$ cat src/rtl/delta_pkg.sv
// Shared types and constants for the send-on-delta decoder.
package delta_pkg;

   // Parser FSM states
   typedef enum logic {
      IDLE     = 1'b0,
      WAIT_VAL = 1'b1
   } state_t;

   // Default protocol constants
   localparam int          DEF_DEADBAND = 2;
   localparam int          DEF_TIMEOUT  = 16;
   localparam logic [3:0]  DEF_SYNC     = 4'hA;

   // Header field positions
   localparam int HDR_SYNC_MSB = 7;
   localparam int HDR_SYNC_LSB = 4;
   localparam int HDR_RSVD_MSB = 3;
   localparam int HDR_RSVD_LSB = 2;
   localparam int HDR_CH_MSB   = 1;
   localparam int HDR_CH_LSB   = 0;

   // A header is valid when the sync nibble matches and reserved bits are zero
   function automatic logic hdr_valid(input logic [7:0] b, input logic [3:0] sync);
      return (b[HDR_SYNC_MSB:HDR_SYNC_LSB] == sync) &&
             (b[HDR_RSVD_MSB:HDR_RSVD_LSB] == 2'b00);
   endfunction

endpackage

$ cat src/rtl/delta_frame_parser.sv
// Frame parser: header check, channel latch, inter-byte timeout.
// Handshake: a byte is consumed on every rising clk where strobe=1; there is
// no ready/backpressure. wr_req is a combinational one-cycle request that is
// valid in the cycle the value byte is presented; the consumer commits it on
// the same edge that consumes the byte.
module delta_frame_parser
   import delta_pkg::*;
#(
   parameter int         TIMEOUT = DEF_TIMEOUT,
   parameter logic [3:0] SYNC    = DEF_SYNC
) (
   input  logic       clk,
   input  logic       rst_n,
   input  logic       strobe,
   input  logic [7:0] data,
   output logic       wr_req,
   output logic [1:0] wr_ch,
   output logic [7:0] wr_val,
   output logic       frame_err_set,
   output logic       busy,
   output state_t     dbg_state
);

   localparam logic [7:0] TMO_LAST = 8'(TIMEOUT - 1);

   state_t     state, state_nxt;
   logic [7:0] timer, timer_nxt;
   logic [1:0] ch, ch_nxt;

   // State, timer and channel registers; reset input is active-high
   always_ff @(posedge clk or posedge rst_n) begin
      if (rst_n) begin
         state <= IDLE;
         timer <= 8'd0;
         ch    <= 2'd0;
      end else begin
         state <= state_nxt;
         timer <= timer_nxt;
         ch    <= ch_nxt;
      end
   end

   // Next-state logic; a strobe in WAIT_VAL wins over the timeout
   always_comb begin
      state_nxt     = state;
      timer_nxt     = timer;
      ch_nxt        = ch;
      wr_req        = 1'b0;
      frame_err_set = 1'b0;
      case (state)
         IDLE: begin
            if (strobe) begin
               if (hdr_valid(data, SYNC)) begin
                  ch_nxt    = data[HDR_CH_MSB:HDR_CH_LSB];
                  timer_nxt = 8'd0;
                  state_nxt = WAIT_VAL;
               end else begin
                  frame_err_set = 1'b1;
               end
            end
         end
         WAIT_VAL: begin
            if (strobe) begin
               wr_req    = 1'b1;
               state_nxt = IDLE;
            end else if (timer == TMO_LAST) begin
               frame_err_set = 1'b1;
               state_nxt     = IDLE;
            end else begin
               timer_nxt = timer + 8'd1;
            end
         end
         default: state_nxt = IDLE;
      endcase
   end

   assign wr_ch     = ch;
   assign wr_val    = data;
   assign busy      = (state == WAIT_VAL);
   assign dbg_state = state;

endmodule

$ cat src/rtl/tt_um_delta_dec.sv
// Send-on-delta decoder top: shadow registers, deadband check, sticky errors,
// readout mux.
module tt_um_delta_dec
   import delta_pkg::*;
#(
   parameter int         DEADBAND = DEF_DEADBAND,
   parameter int         TIMEOUT  = DEF_TIMEOUT,
   parameter logic [3:0] SYNC     = DEF_SYNC
) (
   input  logic       clk,
   input  logic       rst_n,
   input  logic       ena,
   input  logic [7:0] ui_in,
   input  logic [7:0] uio_in,
   output logic [7:0] uo_out,
   output logic [7:0] uio_out,
   output logic [7:0] uio_oe
);

   localparam logic [7:0] DB = 8'(DEADBAND);

   logic       wr_req, frame_err_set, busy;
   logic [1:0] wr_ch;
   logic [7:0] wr_val;
   state_t     dbg_state;

   logic [7:0] shadow [4];
   logic [7:0] cur, diff;
   logic       delta_ok, dband_err_set;
   logic       upd, frame_err, dband_err;
   logic [1:0] last_ch;

   delta_frame_parser #(
      .TIMEOUT (TIMEOUT),
      .SYNC    (SYNC)
   ) u_parser (
      .clk           (clk),
      .rst_n         (rst_n),
      .strobe        (uio_in[0]),
      .data          (ui_in),
      .wr_req        (wr_req),
      .wr_ch         (wr_ch),
      .wr_val        (wr_val),
      .frame_err_set (frame_err_set),
      .busy          (busy),
      .dbg_state     (dbg_state)
   );

   // Absolute difference against the addressed shadow, larger minus smaller
   always_comb begin
      cur           = shadow[wr_ch];
      diff          = (wr_val >= cur) ? (wr_val - cur) : (cur - wr_val);
      delta_ok      = (diff > DB);
      dband_err_set = wr_req && !delta_ok;
   end

   // Shadow update, update pulse and last-updated channel
   always_ff @(posedge clk or posedge rst_n) begin
      if (rst_n) begin
         for (int i = 0; i < 4; i++) shadow[i] <= 8'd0;
         upd     <= 1'b0;
         last_ch <= 2'd0;
      end else begin
         upd <= wr_req && delta_ok;
         if (wr_req && delta_ok) begin
            shadow[wr_ch] <= wr_val;
            last_ch       <= wr_ch;
         end
      end
   end

   // Sticky errors: a set event in the same cycle as clear keeps the flag set
   always_ff @(posedge clk or posedge rst_n) begin
      if (rst_n) begin
         frame_err <= 1'b0;
         dband_err <= 1'b0;
      end else begin
         if (frame_err_set)  frame_err <= 1'b1;
         else if (uio_in[3]) frame_err <= 1'b0;
         if (dband_err_set)  dband_err <= 1'b1;
         else if (uio_in[3]) dband_err <= 1'b0;
      end
   end

   assign uo_out  = shadow[uio_in[2:1]];
   assign uio_out = {busy, dband_err, frame_err, upd, 4'b0000};
   assign uio_oe  = 8'hF0;

   // Inputs without function, plus debug-only state kept visible in one place
   wire unused_ok = &{1'b0, ena, uio_in[7:4], last_ch, dbg_state};

endmodule

$ cat config.mk
export PLATFORM = sky130hd
export DESIGN_NAME = tt_um_delta_dec
export DESIGN_NICKNAME = d
export VERILOG_FILES = /design/src/rtl/delta_pkg.sv /design/src/rtl/delta_frame_parser.sv /design/src/rtl/tt_um_delta_dec.sv
export SDC_FILE = /design/constraint.sdc
export NUM_CORES = 1
export LEC_CHECK = 0
export CORE_MARGIN = 2
export CORE_UTILIZATION = 40
export CTS_BUF_LIST = sky130_fd_sc_hd__clkbuf_4 sky130_fd_sc_hd__clkbuf_8
export CTS_CLUSTER_SIZE = 14
export DETAILED_ROUTE_END_ITERATION = 8
export GPL_ROUTABILITY_DRIVEN = 0
export PLACE_DENSITY = 0.65
export SLEW_MARGIN = 20
export SYNTH_ARGS = -nofsm -noshare
export SYNTH_HDL_FRONTEND = slang
export SYNTH_HIERARCHICAL = 1
export SYNTH_SLANG_ARGS = --single-unit
export TNS_END_PERCENT = 5
$ cat constraint.sdc
create_clock -name clk -period 4.8 [get_ports clk]
set_input_delay 1.44 -clock clk [delete_from_list [all_inputs] [get_ports clk]]
set_output_delay 1.44 -clock clk [all_outputs]
set_load 0.1 [all_outputs]
**Word level (Yosys, flattened, before mapping)**

Index checks and enable logic that the tools add are counted.

- $add $sub $neg: 3
- Reduce and logical (&&, ||, !) cells: 10
- Eq/ne operators: 6
- Multiplexer cells: 30
- Bitwise gates (word level): 3
- Magnitude comparators: 5
- Div/mod/pow operators: 0
- Multipliers: 0
- Shift operators: 0

Operator list:

| kind | number |
|---|---|
| $mux 8 | 10 |
| $bmux 8 s2 | 2 |
| $bwmux 32 | 1 |
| $demux 8 s2 | 1 |
| $pmux 8 s2 | 1 |
| $sub 8x8->8 | 2 |
| $mux 1 | 13 |
| $add 8x1->8 const B | 1 |
| $eq 8x4->1 const B | 1 |
| $ge 8x8->1 | 1 |
| $gt 8x2->1 const B | 1 |
| $ge 3x3->1 const B | 2 |
| $ne 2x2->1 const B | 3 |
| $not 2->3 | 2 |
| $eq 4x4->1 const B | 1 |
| $logic_and 1x1->1 | 4 |
| $pmux 1 s2 | 2 |
| $reduce_and 4->1 | 1 |
| $reduce_bool 2->1 | 2 |
| $lt 3x1->1 const B | 1 |
| $reduce_and 3->1 | 1 |
| $logic_not 2->1 | 1 |
| $ne 2x1->1 const B | 1 |
| $logic_not 1->1 | 1 |
| $not 1->1 | 1 |

- Latch bits: 0
- Memories kept: 0
- Bits in writable memories: 0
- Logic and storage cells: 67
- ROM bits: 0
- Flip-flop bits (word level): 46
- Output and inout bits: 24

**Depth between registers and ports, before layout**

- Depth after elaboration: 10
- Mapped depth: 13
- Depth with buffers taken out: 12

**By module**

The synthesis kept the hierarchy.

Modules (own cells, without submodules):

| module | area each (µm²) | cells an instance | times used |
|---|---|---|---|
| tt_um_delta_dec | 2685.1 | 224 | 1 |
| delta_frame_parser | 710.7 | 71 | 1 |

**Least setup slack after synthesis**

Ideal clock, no wire load.

- Kind: input port to output port
- From: input uio_in[1]
- To: output uo_out[3]
- Data arrival time: 2.632 ns
- Path buffers: 1
- Cell stages on the path: 2
- Data required time: 3.360 ns
- Setup slack: 0.728 ns
- Path through: clkbuf_1 > mux4_2

- Cells in the longest elaborated chain, start to end: 4

Ends and longest elaborated chain:

| element | line | text |
|---|---|---|
| start, declared | tt_um_delta_dec.sv:14 | `input logic [7:0] uio_in,` |
| $not 2->3 (implied by the code) | tt_um_delta_dec.sv:85 | `assign uo_out = shadow[uio_in[2:1]];` |
| $bmux 8 s2 | tt_um_delta_dec.sv:85 |  |
| $mux 8 (implied by the code) (2 in series) | tt_um_delta_dec.sv:85 |  |
| end, declared | tt_um_delta_dec.sv:15 | `output logic [7:0] uo_out,` |

Every way passes these cells. The select of a mux whose other input is x is not followed.

**Final worst setup path**

- From: input ui_in[2]
- To: register shadow[8] in the netlist's numbering

- Cells in the longest elaborated chain, start to end: 4

Ends and longest elaborated chain:

| element | line | text |
|---|---|---|
| start, declared | tt_um_delta_dec.sv:13 | `input logic [7:0] ui_in,` |
| $sub 8x8->8 or $ge 8x8->1 (tied branches) | tt_um_delta_dec.sv:52 | `diff = (wr_val >= cur) ? (wr_val - cur) : (cur - wr_val);` |
| $mux 8 (*) | tt_um_delta_dec.sv:52 |  |
| $gt 8x2->1 (*) | tt_um_delta_dec.sv:53 | `delta_ok = (diff > DB);` |
| $logic_and 1x1->1 (*) | tt_um_delta_dec.sv:65 | `if (wr_req && delta_ok) begin` |
| end signal, assigned by index | tt_um_delta_dec.sv:66 | `shadow[wr_ch] <= wr_val;` |
| end, declared | tt_um_delta_dec.sv:27 | `logic [7:0] shadow [4];` |

Every way passes the cells marked *; elsewhere a longest branch is shown, timed or not.
A chain may end at the register's enable or synchronous reset.

==> flow_metrics.env <==
export IMPL_fin_cells=426
export IMPL_cts_tree="done"
export IMPL_grt_pass1_wl_um=11600
export IMPL_cts_buffers=5
export IMPL_cp_common_cell="mux2_2"
export IMPL_regArea_um2=1150
export IMPL_cts_sinks=46
export IMPL_drc=0
export IMPL_grt_antenna_before_repair=0
export IMPL_max_slew_margin_rel_pct=33.8
export IMPL_drv_cap=0
export IMPL_critical_path_top_delay_family="buffers and inverters"
export IMPL_ir_drop_mv=0.178
export IMPL_fmax_ghz=0.224
export IMPL_core_um2=8220
export IMPL_setup_viol=0
export IMPL_crit_chain="clkdlybuf4s50_1 -> inv_1 -> ha_1 -> buf_4 -> a21o_1 -> a21oi_1 -> mux2_2 -> a2111oi_4 -> nor2_2 -> o2111ai_4 -> buf_12 -> mux2_2"
export IMPL_r2r_slack_ps=770
export IMPL_critical_path_class="in2reg"
export IMPL_fin_area_um2=3930
export IMPL_grt_pass1_vias=2344
export IMPL_grt_ovfl_total=0
export IMPL_route_detailed_wl_per_inst_um=16.6
export IMPL_area_growth_pct=15.8
export IMPL_routed_via_density=5.43
export IMPL_ctsResizeCount=0
export IMPL_min_path_type="reg2reg"
export IMPL_clock_latency_ps=300
export IMPL_initial_utilization_pct=41.2
export IMPL_ys_warnings_count=6
export IMPL_cts_max_path_buffers=2
export IMPL_placed_area_um2=3830
export IMPL_min_period_ps=4470
export IMPL_post_route_period_util_pct=93.1
export IMPL_reg2reg_depth=10
export IMPL_rows=33
export IMPL_firstDrtPassIters=6
export IMPL_die_area_um2=9220
export IMPL_clk_pin_slew_ps=90
export IMPL_hold_depth=1
export IMPL_ant_nets=0
export IMPL_grt_setup_unrepaired="false"
export IMPL_end_kind="flip-flop"
export IMPL_worst_path_max_fanout=8
export IMPL_drt_iter0_markers=67
export IMPL_slew_violations=0
export IMPL_die_h_um=96.0
export IMPL_drive_gt1_share_pct=32.7
export IMPL_hold_viol=0
export IMPL_start_kind="primary input"
export IMPL_worst_ep_required_time_ps=4990
export IMPL_multiInputGateArea_um2=1930
export IMPL_postCtsHoldBufs=0
export IMPL_synth_avg_cell_area_um2=11.5
export IMPL_tightest_slew_ps=990
export IMPL_hold_end="dband_err"
export IMPL_wirelength_um=7070
export IMPL_worst_path_buf_inv=4
export IMPL_grt_use_total_pct=16.6
export IMPL_syn_area_um2=3390
export IMPL_nFillCells=724
export IMPL_io_pins=43
export IMPL_port_buffers=25
export IMPL_vias=2313
export IMPL_p_per_area_nw_per_um2=268
export IMPL_nets=358
export IMPL_p_leak_nw=1.80
export IMPL_cts_root_buf="clkbuf_8"
export IMPL_worstPathArrival_ps=4660
export IMPL_grt_max_degree=36
export IMPL_post_cts_buffers=0
export IMPL_hold_path_startpoint="dband_err"
export IMPL_dp_hpwl_um=5540
export IMPL_n_antenna_cell=0
export IMPL_reg2reg_to="shadow[8]"
export IMPL_dp_cells=418
export IMPL_crit_slowest_cell="clkdlybuf4s50_1"
export IMPL_chipWidth_um=96.0
export IMPL_cts_max_level=2
export IMPL_fin_skew_ps=8.47
export IMPL_reg2reg_from="u_parser/wr_ch[0]"
export IMPL_cpPeakStageDelay_ps=630
export IMPL_netlist_instances=294
export IMPL_status="finished clean"
layer usage:
metal / part of all wire (%) / routed length [um] / vias to the layer above / track usage (%)
met5: 0 / 0 / - / 0
met4: 1.7 / 120 / 0 / 5.48
met3: 2.8 / 196 / 11 / 2.04
met2: 51 / 3610 / 46 / 28.2
met1: 44 / 3140 / 1161 / 22.0
li1: - / - / 1095 / -
cell type report:
type	instances	share of cell area, %
Clock inverter	3	0.542
Multi-Input combinational cell	196	49.2
Timing Repair Buffer	43	13.1
Inverter	28	2.68
Tap cell	105	3.35
Sequential cell	46	29.3
Clock buffer	5	1.75
how the worst max path moves through the flow:
stage              start        end  cells after the start
3_5_place_dp    ui_in[2]  shadow[8]                     12
4_1_cts         ui_in[2]  shadow[5]                     12
6_report        ui_in[2]  shadow[8]                     12
3_3_place_gp    ui_in[2]  shadow[4]                     12
2_1_floorplan  uio_in[1]  uo_out[3]                      2
5_1_grt         ui_in[2]  shadow[8]                     12
placed cells by master (no fill, tap or decap), types with 4 or more instances in the layout:
master / count
dfrtp_1: 46
mux2_2: 34
inv_1: 26
ha_1: 17
clkdlybuf4s50_1: 17
mux4_2: 16
buf_4: 14
a21oi_1: 13
conb_1: 12
buf_12: 12
nand3_1: 8
nand2_1: 7
nor2_1: 6
nor3_1: 6
o21ai_0: 6
clkbuf_8: 5
a21o_1: 4
worst register-to-register path: cells and delay by family, from the launching register on:
family	cells	cell delay, ps
muxes	2	950
AOI/OAI and AO/OA	4	930
DFF	1	770
and+or+nand+nor	2	680
adders and majority gates	1	430
buffers and inverters	1	160
where the power goes:
part	internal [mW]	total, mW	switching (mW)
Sequential	0.406	0.428	0.0218
Clock	0.102	0.239	0.136
Combinational	0.151	0.385	0.234
state kept, by name (all words and copies together) (netlist names):
name and cells:
u_parser/timer 8, dband_err 1, upd 1, frame_err 1, u_parser/busy 1, u_parser/wr_ch 2, shadow 32
through the flow:
step	total power, mW	worst slack [ps]	hold WS (ps)	util (%)	setup TNS (ps)
after floorplan	0.743	728	454	-	0
after global placement	0.814	49.4	473	46.7	0
after detailed placement	0.822	-3.96	487	46.7	-4.07
after CTS	1.06	325	507	47.8	0
after global routing	1.11	176	511	47.8	0
final	1.05	329	494	47.8	0
Note: power is estimated with default switching activity, not from simulation.
